<file path="config.mk">
export PLATFORM = sky130hd
export DESIGN_NAME = dotprod_issue_collect
export DESIGN_NICKNAME = d
export VERILOG_FILES = /design/src/rtl/dotprod_pkg.sv /design/src/rtl/dotprod_issue_collect.sv
export SDC_FILE = /design/constraint.sdc
export NUM_CORES = 1
export LEC_CHECK = 0
export ABC_AREA = 1
export BUFFER_PORTS_ARGS = -buffer_cell sky130_fd_sc_hd__buf_2
export CORE_MARGIN = 3
export CORE_UTILIZATION = 50
export DETAILED_ROUTE_END_ITERATION = 6
export GPL_TIMING_DRIVEN = 0
export PLACE_DENSITY = 0.78
export SYNTH_ARGS = -nofsm -noshare
export SYNTH_HDL_FRONTEND = slang
export SYNTH_SLANG_ARGS = --single-unit
</file>
<file path="constraint.sdc">
create_clock -name clk -period 1.9 [get_ports clk]
set_clock_uncertainty 0.1 [all_clocks]
set_input_delay 0 -clock clk [delete_from_list [all_inputs] [get_ports clk]]
set_output_delay 0 -clock clk [all_outputs]
set_load 0.05 [all_outputs]
</file>
<file path="src/rtl/dotprod_pkg.sv">
// Shared types and default widths for the dot-product issue/collect harness.
package dotprod_pkg;

    typedef enum logic [1:0] {
        IDLE = 2'd0,
        WAIT = 2'd1,
        DONE = 2'd2
    } state_t;

    localparam int DEF_IN_WIDTH  = 2;
    localparam int DEF_OUT_WIDTH = 4;

    typedef logic signed [DEF_IN_WIDTH-1:0]  operand_t;
    typedef logic signed [DEF_OUT_WIDTH-1:0] result_t;

endpackage

</file>
<file path="src/rtl/dotprod_issue_collect.sv">
// Issues one registered operand pair to a dot-product core, waits out the core
// latency, captures the result and hands it off on a valid/ready stream.
module dotprod_issue_collect
    import dotprod_pkg::*;
#(
    parameter int IN_WIDTH  = DEF_IN_WIDTH,
    parameter int OUT_WIDTH = DEF_OUT_WIDTH,
    parameter int LATENCY   = 0,
    parameter int CNT_WIDTH = 16
) (
    input  logic                        clk,
    input  logic                        rst,
    input  logic                        in_valid,
    output logic                        in_ready,
    input  logic signed [IN_WIDTH-1:0]  in_x0,
    input  logic signed [IN_WIDTH-1:0]  in_x1,
    output logic signed [IN_WIDTH-1:0]  core_x0,
    output logic signed [IN_WIDTH-1:0]  core_x1,
    input  logic signed [OUT_WIDTH-1:0] core_result,
    output logic                        out_valid,
    input  logic                        out_ready,
    output logic signed [OUT_WIDTH-1:0] out_result,
    output logic                        busy,
    output logic [CNT_WIDTH-1:0]        txn_count
);

    localparam int WCW = (LATENCY > 0) ? $clog2(LATENCY + 1) : 1;
    localparam logic [WCW-1:0]       WAIT_LOAD = WCW'(LATENCY);
    localparam logic [WCW-1:0]       WAIT_ONE  = WCW'(1);
    localparam logic [WCW-1:0]       WAIT_ZERO = WCW'(0);
    localparam logic [CNT_WIDTH-1:0] CNT_ONE   = CNT_WIDTH'(1);

    state_t         state_r;
    state_t         state_next_s;
    logic [WCW-1:0] wait_cnt_r;
    logic           in_fire_s;
    logic           out_fire_s;
    logic           wait_done_s;

    assign in_fire_s   = in_valid & in_ready;
    assign out_fire_s  = out_valid & out_ready;
    assign wait_done_s = (state_r == WAIT) && (wait_cnt_r == WAIT_ZERO);

    // State register.
    always_ff @(posedge clk or posedge rst) begin
        if (rst) begin
            state_r <= IDLE;
        end else begin
            state_r <= state_next_s;
        end
    end

    // Next-state logic; DONE may chain straight into WAIT on a back-to-back pair.
    always_comb begin
        state_next_s = state_r;
        case (state_r)
            IDLE: begin
                if (in_valid) state_next_s = WAIT;
                else          state_next_s = IDLE;
            end
            WAIT: begin
                if (wait_cnt_r == WAIT_ZERO) state_next_s = DONE;
                else                         state_next_s = WAIT;
            end
            DONE: begin
                if (out_ready) state_next_s = in_valid ? WAIT : IDLE;
                else           state_next_s = DONE;
            end
            default: state_next_s = IDLE;
        endcase
    end

    // Output decode; in_ready follows out_ready combinationally in DONE.
    always_comb begin
        in_ready  = 1'b0;
        out_valid = 1'b0;
        busy      = 1'b0;
        case (state_r)
            IDLE: begin
                in_ready = 1'b1;
            end
            WAIT: begin
                busy = 1'b1;
            end
            DONE: begin
                busy      = 1'b1;
                out_valid = 1'b1;
                in_ready  = out_ready;
            end
            default: begin
                in_ready = 1'b0;
            end
        endcase
    end

    // Operand registers and the latency countdown.
    always_ff @(posedge clk or posedge rst) begin
        if (rst) begin
            core_x0    <= '0;
            core_x1    <= '0;
            wait_cnt_r <= WAIT_ZERO;
        end else if (in_fire_s) begin
            core_x0    <= in_x0;
            core_x1    <= in_x1;
            wait_cnt_r <= WAIT_LOAD;
        end else if ((state_r == WAIT) && (wait_cnt_r != WAIT_ZERO)) begin
            wait_cnt_r <= wait_cnt_r - WAIT_ONE;
        end
    end

    // Result capture on the last WAIT cycle; held through DONE and IDLE.
    always_ff @(posedge clk or posedge rst) begin
        if (rst) begin
            out_result <= '0;
        end else if (wait_done_s) begin
            out_result <= core_result;
        end
    end

    // Completed hand-off counter, wraps naturally.
    always_ff @(posedge clk or posedge rst) begin
        if (rst) begin
            txn_count <= '0;
        end else if (out_fire_s) begin
            txn_count <= txn_count + CNT_ONE;
        end
    end

endmodule

</file>
# Yosys cells after proc, flatten, opt, wreduce, memory -nomap -nowiden
# Cells that the tools add are included.
dict set report word_totals {
  register_bits 27
  latch_bits 0
  ramBits 0
  rom_bits 0
  inputBits 12
  output_inout_bits 27
  wordCells 27
  memories 0
}
dict set report classes {
  add_sub_neg 2
  n_mul 0
  div 0
  n_lt_le_gt_ge 0
  n_eq_ne 2
  n_shift 0
  mux 9
  n_bitwise 3
  reduce_logical 5
}
# cell n
set op_table {}
lappend op_table {{16-bit by 1-bit adder with 16-bit output (second input constant)} 1}
lappend op_table {{2-bit case mux with 3 select lines} 1}
lappend op_table {{1-bit two-way mux} 5}
lappend op_table {{2-bit two-way mux} 2}
lappend op_table {{1-bit AND} 2}
lappend op_table {{2-bit by 1-bit equality test with 1-bit output (second input constant)} 1}
lappend op_table {{2-bit equality test (second input constant)} 1}
lappend op_table {{1-bit logical AND} 2}
lappend op_table {{2-bit logical NOT} 1}
lappend op_table {{1-bit case mux with 2 select lines} 1}
lappend op_table {{2-bit nonzero test} 1}
lappend op_table {{2-bit OR reduction} 1}
lappend op_table {{1-bit NOT} 1}
lappend op_table {{1-bit subtractor (second input constant)} 1}

# Depth between registers and ports, before layout
dict set report logic_depth {
  word_depth 4
  mapped_depth 10
  mapped_depth_nobuf 9
}

# Least setup slack after synthesis
# OpenSTA, ideal clock, no wires.
dict set report synth_path {
  path_type {flip-flop to flip-flop}
  from {register state_r[0]}
  to {register core_x0[0]}
  setup_ns 0.119
  arrival_time_ns 1.674
  required_time_ns 1.681
  slack_ns 0.007
  path_stages_with_launch 10
  path_buffers 1
  period_less_slack_ns 1.893
  cell_sequence {dfrtp_1 -> inv_1 -> ha_1 -> nand2_4 -> inv_2 -> or2_1 -> buf_6 -> nand2_8 -> nand2_1 -> nand2_1}
}
dict set report synth_via {
  elab_chain_cells 3
  elab_cells_between_ends 4
  cone_classes {eq/ne (1); mux (1); bitwise (1); reduce/logical (1)}
}
# element line
set synth_rtl {}
lappend synth_rtl {{start: declaration} dotprod_issue_collect.sv:33} ;# state_t state_r;
lappend synth_rtl {{start signal: assignment} dotprod_issue_collect.sv:49} ;# state_r <= state_next_s;
lappend synth_rtl {{2-bit equality test / 2-bit logical NOT (equally long branches)} dotprod_issue_collect.sv:78} ;# case (state_r)
lappend synth_rtl {{1-bit case mux with 2 select lines *} dotprod_issue_collect.sv:78}
lappend synth_rtl {{named net in_ready} dotprod_issue_collect.sv:14} ;# output logic in_ready,
lappend synth_rtl {{1-bit AND *} dotprod_issue_collect.sv:40} ;# assign in_fire_s = in_valid & in_ready;
lappend synth_rtl {{end signal: assignment} dotprod_issue_collect.sv:103} ;# core_x0 <= in_x0;
lappend synth_rtl {{end: declaration} dotprod_issue_collect.sv:17} ;# output logic signed [IN_WIDTH-1:0] core_x0,
# Mark *: on every way through the listed nets, which the timed path passes. The rest lies on a longest branch.
# A chain may end at the register's enable or synchronous reset.

# Final worst setup path
dict set report layout_path {
  from {register state_r[0]}
  to {output in_ready}
}
dict set report layout_via {
  elab_chain_cells 2
  elab_cells_between_ends 3
  cone_classes {eq/ne (1); mux (1); reduce/logical (1)}
}
# element line
set layout_rtl {}
lappend layout_rtl {{2-bit equality test / 2-bit logical NOT (equally long branches)} dotprod_issue_collect.sv:78}
lappend layout_rtl {{1-bit case mux with 2 select lines *} dotprod_issue_collect.sv:78}
lappend layout_rtl {{end: declaration} dotprod_issue_collect.sv:14}
# Every way passes the cells marked *; elsewhere a longest branch is shown, timed or not.

==> results.txt <==
----------------------------------------------------
[Synth]
  Average cell area after synthesis ... 9.020 um^2
  Distinct cell type count after synthesis ... 23
  Post-Syn Area ... 0.001335 mm^2
  Flip-flop and latch count after synthesis ... 27
  Sequential share of the synthesized area ... 50.61%
  Number of nets produced by synthesis ... 165
  Cells after Synth ... 148
  Number of warning messages in the yosys log ... 0

[STA]
  Count of endpoints failing setup in the final report ... 0
  Number of max-slew violations in the final report ... 0
  Final worst-path cycle share ... 94.43%
  Setup tns final ... 0 ps
  Minimum clock period after layout ... 1794 ps
  Worst Max-Slew Pin Slew ... 981.7 ps
  Achievable Freq ... 557.4 MHz
  Relative slew margins ... 34.48%
  Final Hold Vio Count ... 0
  Unrepaired setup endpoints after global routing ... false

[Layout]
  Net count reported at finish ... 221
  Most common cell after layout, fill and taps aside ... sky130_fd_sc_hd__nand2_1
  Area added between synthesis and finish ... 28.77%
  Non-filler instance count after layout ... 233
  Layout cells sized above 1 ... 29.06%
  Number of diodes added for antenna fixing ... 0
  Commonest cells after routing, fill and taps aside ... sky130_fd_sc_hd__nand2_1, sky130_fd_sc_hd__buf_2, sky130_fd_sc_hd__dfrtp_1

[Placement]
  Number of placed cells counting well taps ... 216
  Half-perimeter wire length after placement ... 1.916 mm
  Gp weighted congestion ... 0.7700
  Number of buffer cells added on primary ports ... 38

[Power]
  Switching component of the power ... 1173 uW
  Relative contribution of the clock network to total power ... 10.7%
  Part of the power in registers ... 35.7%
  Int Pwr ... 1148 uW
  Net switching fraction of the power ... 50.53%
  Reported leakage power ... 0.0009373 uW
  Power, Total ... 2321 uW
  Power density over cell area ... 1350 mW/mm^2
  Worst VDD drop ... 1263 uV
  Combinational share of power ... 53.6%

[Floorplan]
  Starting utilization of the core area ... 53.40%
  Die Area ... 0.003326 mm^2
  Core area ... 0.002500 mm^2
  Chip Width ... 57.67 um
  Floorplan row count ... 18
  Die extent in y ... 57.67 um
  Count of boundary I/O pins ... 39

[CTS]
  Buffers from clock root to sink, at most ... 2
  Number of CTS-inserted buffers ... 3
  H-tree level count ... 1
  Clock tree from TritonCTS ... yes
  Sink count of the clock tree ... 27
  Buffer type at the clock tree root ... sky130_fd_sc_hd__clkbuf_4
  CTS clock-pin slew for the worst setup and hold paths ... 140 ps
  Insertion delay to the later sink of the worst-skew pair ... 320 ps

[Route]
  Average via count per standard cell ... 4.751
  Post-detailed-route count of antenna-violating nets ... 0
  Final WL ... 2.673 mm
  Total via count in the routed design ... 1107
  Detailed-routing iteration count for the pre-antenna-repair pass ... 4
  Drt wl/cell ... 11.47 um
  Drt first-iter violations ... 40
  # DRC ... 0

[Global route]
  Met3 routing resource usage after global routing ... 2.004%
  First-pass GRT wire length ... 4.471 mm
  Met1 demand-to-capacity share in global routing ... 22.16%
  Vias in the first global route ... 1079
  Met2 Resource Use GR ... 29.52%
  GRT Residual Overflow ... 0
  Maximum number of pins on one net before global-route repair ... 28
  Antenna violations before repair ... 0
  Busiest grt layer ... met2
  GRT Resource Usage Total ... 17.26%

[Worst setup path]
  Largest fanout on the critical path ... 6
  Crit path DAT ... 1690 ps
  Required time reported for the critical path endpoint ... 1800 ps
  Number of cell instances on the worst register-to-register path ... 5
  CP Launch Type ... flip-flop
  Worst Path Class, Setup ... reg -> out
  Critical path origin ... state_r[0]$_DFF_PP0_
  Setup crit end kind ... primary output
  Crit Reg-Reg Startpoint ... state_r[0]$_DFF_PP0_

[Min path]
  Worst min-delay path category ... in -> async

[Run]
  Total of max-cap violations ... 0

[Outcome]
  Outcome ... complete, no violations

----------------------------------------------------
==> registers in the layout (all words and copies together) (netlist names) <==
register,flops
core_x0,2
core_x1,2
out_result,4
state_r,2
txn_count,16
wait_cnt_r,1
==> cell usage after synthesis, drive strengths merged <==
cell | number | share of area, %
nand3 | 9 | 3.4
nand2 | 49 | 16
inv | 20 | 5.6
dfrtp | 27 | 51
o21bai | 1 | 0.56
buf | 1 | 0.84
nor2 | 14 | 4.9
nand4 | 1 | 0.47
ha | 5 | 4.7
mux2 | 4 | 3.4
xor2 | 4 | 2.6
a21oi | 1 | 0.37
clkinv | 1 | 0.28
xnor2 | 5 | 3.3
nand3b | 2 | 1.1
o21ai | 3 | 1.1
or2 | 1 | 0.47
==> final timing paths <==
path,to,slack (ps)
min in group clk,out_result[0]$_DFFE_PP0P_,330
worst max-delay path,in_ready,110
worst min-delay path,core_x0[1]$_DFFE_PP0P_,330
worst min register to register,core_x0[1]$_DFFE_PP0P_,400
worst max register to register,out_result[1]$_DFFE_PP0P_,290
max in group asynchronous,txn_count[12]$_DFFE_PP0P_,780
==> cell families (layout without fill, tap and decap cells) <==
logic type / after synthesis / in the layout / synth area share (%)
xor gates and xnor gates: 9 / 9 / 5.904
adders and majority gates: 5 / 5 / 4.686
DFF: 27 / 27 / 50.61
AOI/OAI and AO/OA: 5 / 5 / 2.061
and+or+nand+nor: 76 / 76 / 26.62
buffers and inverters: 22 / 77 / 6.747
muxes: 4 / 4 / 3.374
==> timing repair <==
item	4_1_cts	5_1_grt
buffers inserted	1	1
hold endpoints to repair	40	0
hold buffers	11	0
endpoints found under the setup margin	1	1
resized for setup	0	2
==> power groups by stage <==
stage	clock, uW	combinational, uW	sequential (uW)
detailed placement	0	1200	844
finish	249	1240	829
CTS	257	1230	830
global placement	0	1180	829
global route	283	1320	851
floorplan	0	496	1290
==> metrics by stage <==
stage | util, % | instance area, um^2 | hold slack (ps) | worst slack [ps]
3_3_place_gp | 62.51 | 1563 | 132.0 | 297.6
5_1_grt | 68.77 | 1719 | 327.9 | 21.73
4_1_cts | 68.27 | 1707 | 321.1 | 42.63
3_5_place_dp | 62.51 | 1563 | 136.4 | 266.3
6_report | 68.77 | 1719 | 326.7 | 105.9
2_1_floorplan | - | 1335 | -47.28 | 7.051
==> critical path: stages (launching register included) <==
cell and delay, ps:
sky130_fd_sc_hd__dfrtp_1 380, sky130_fd_sc_hd__inv_1 70, sky130_fd_sc_hd__ha_2 210, sky130_fd_sc_hd__nand2_4 90, sky130_fd_sc_hd__inv_2 60, sky130_fd_sc_hd__or2_1 210, sky130_fd_sc_hd__buf_6 140, sky130_fd_sc_hd__clkbuf_4 210
==> cell type report <==
type,count,area (um^2)
Buffer,1,11.26
Timing Repair Buffer,51,317.8
Multi-Input combinational cell,99,571.8
Clock buffer,4,26.28
Inverter,21,78.83
Sequential cell,27,675.6
Tap cell,30,37.54
Fill cell,199,780.7
==> layer usage <==
| layer | routed length (um) | share of wire [%] |
|---|---|---|
| met1 | 1243 | 47 |
| met2 | 1259 | 47 |
| met3 | 121 | 4.5 |
| met4 | 47 | 1.8 |
| met5 | 0 | 0 |
No activity file was read; power rests on OpenSTA's default activity.
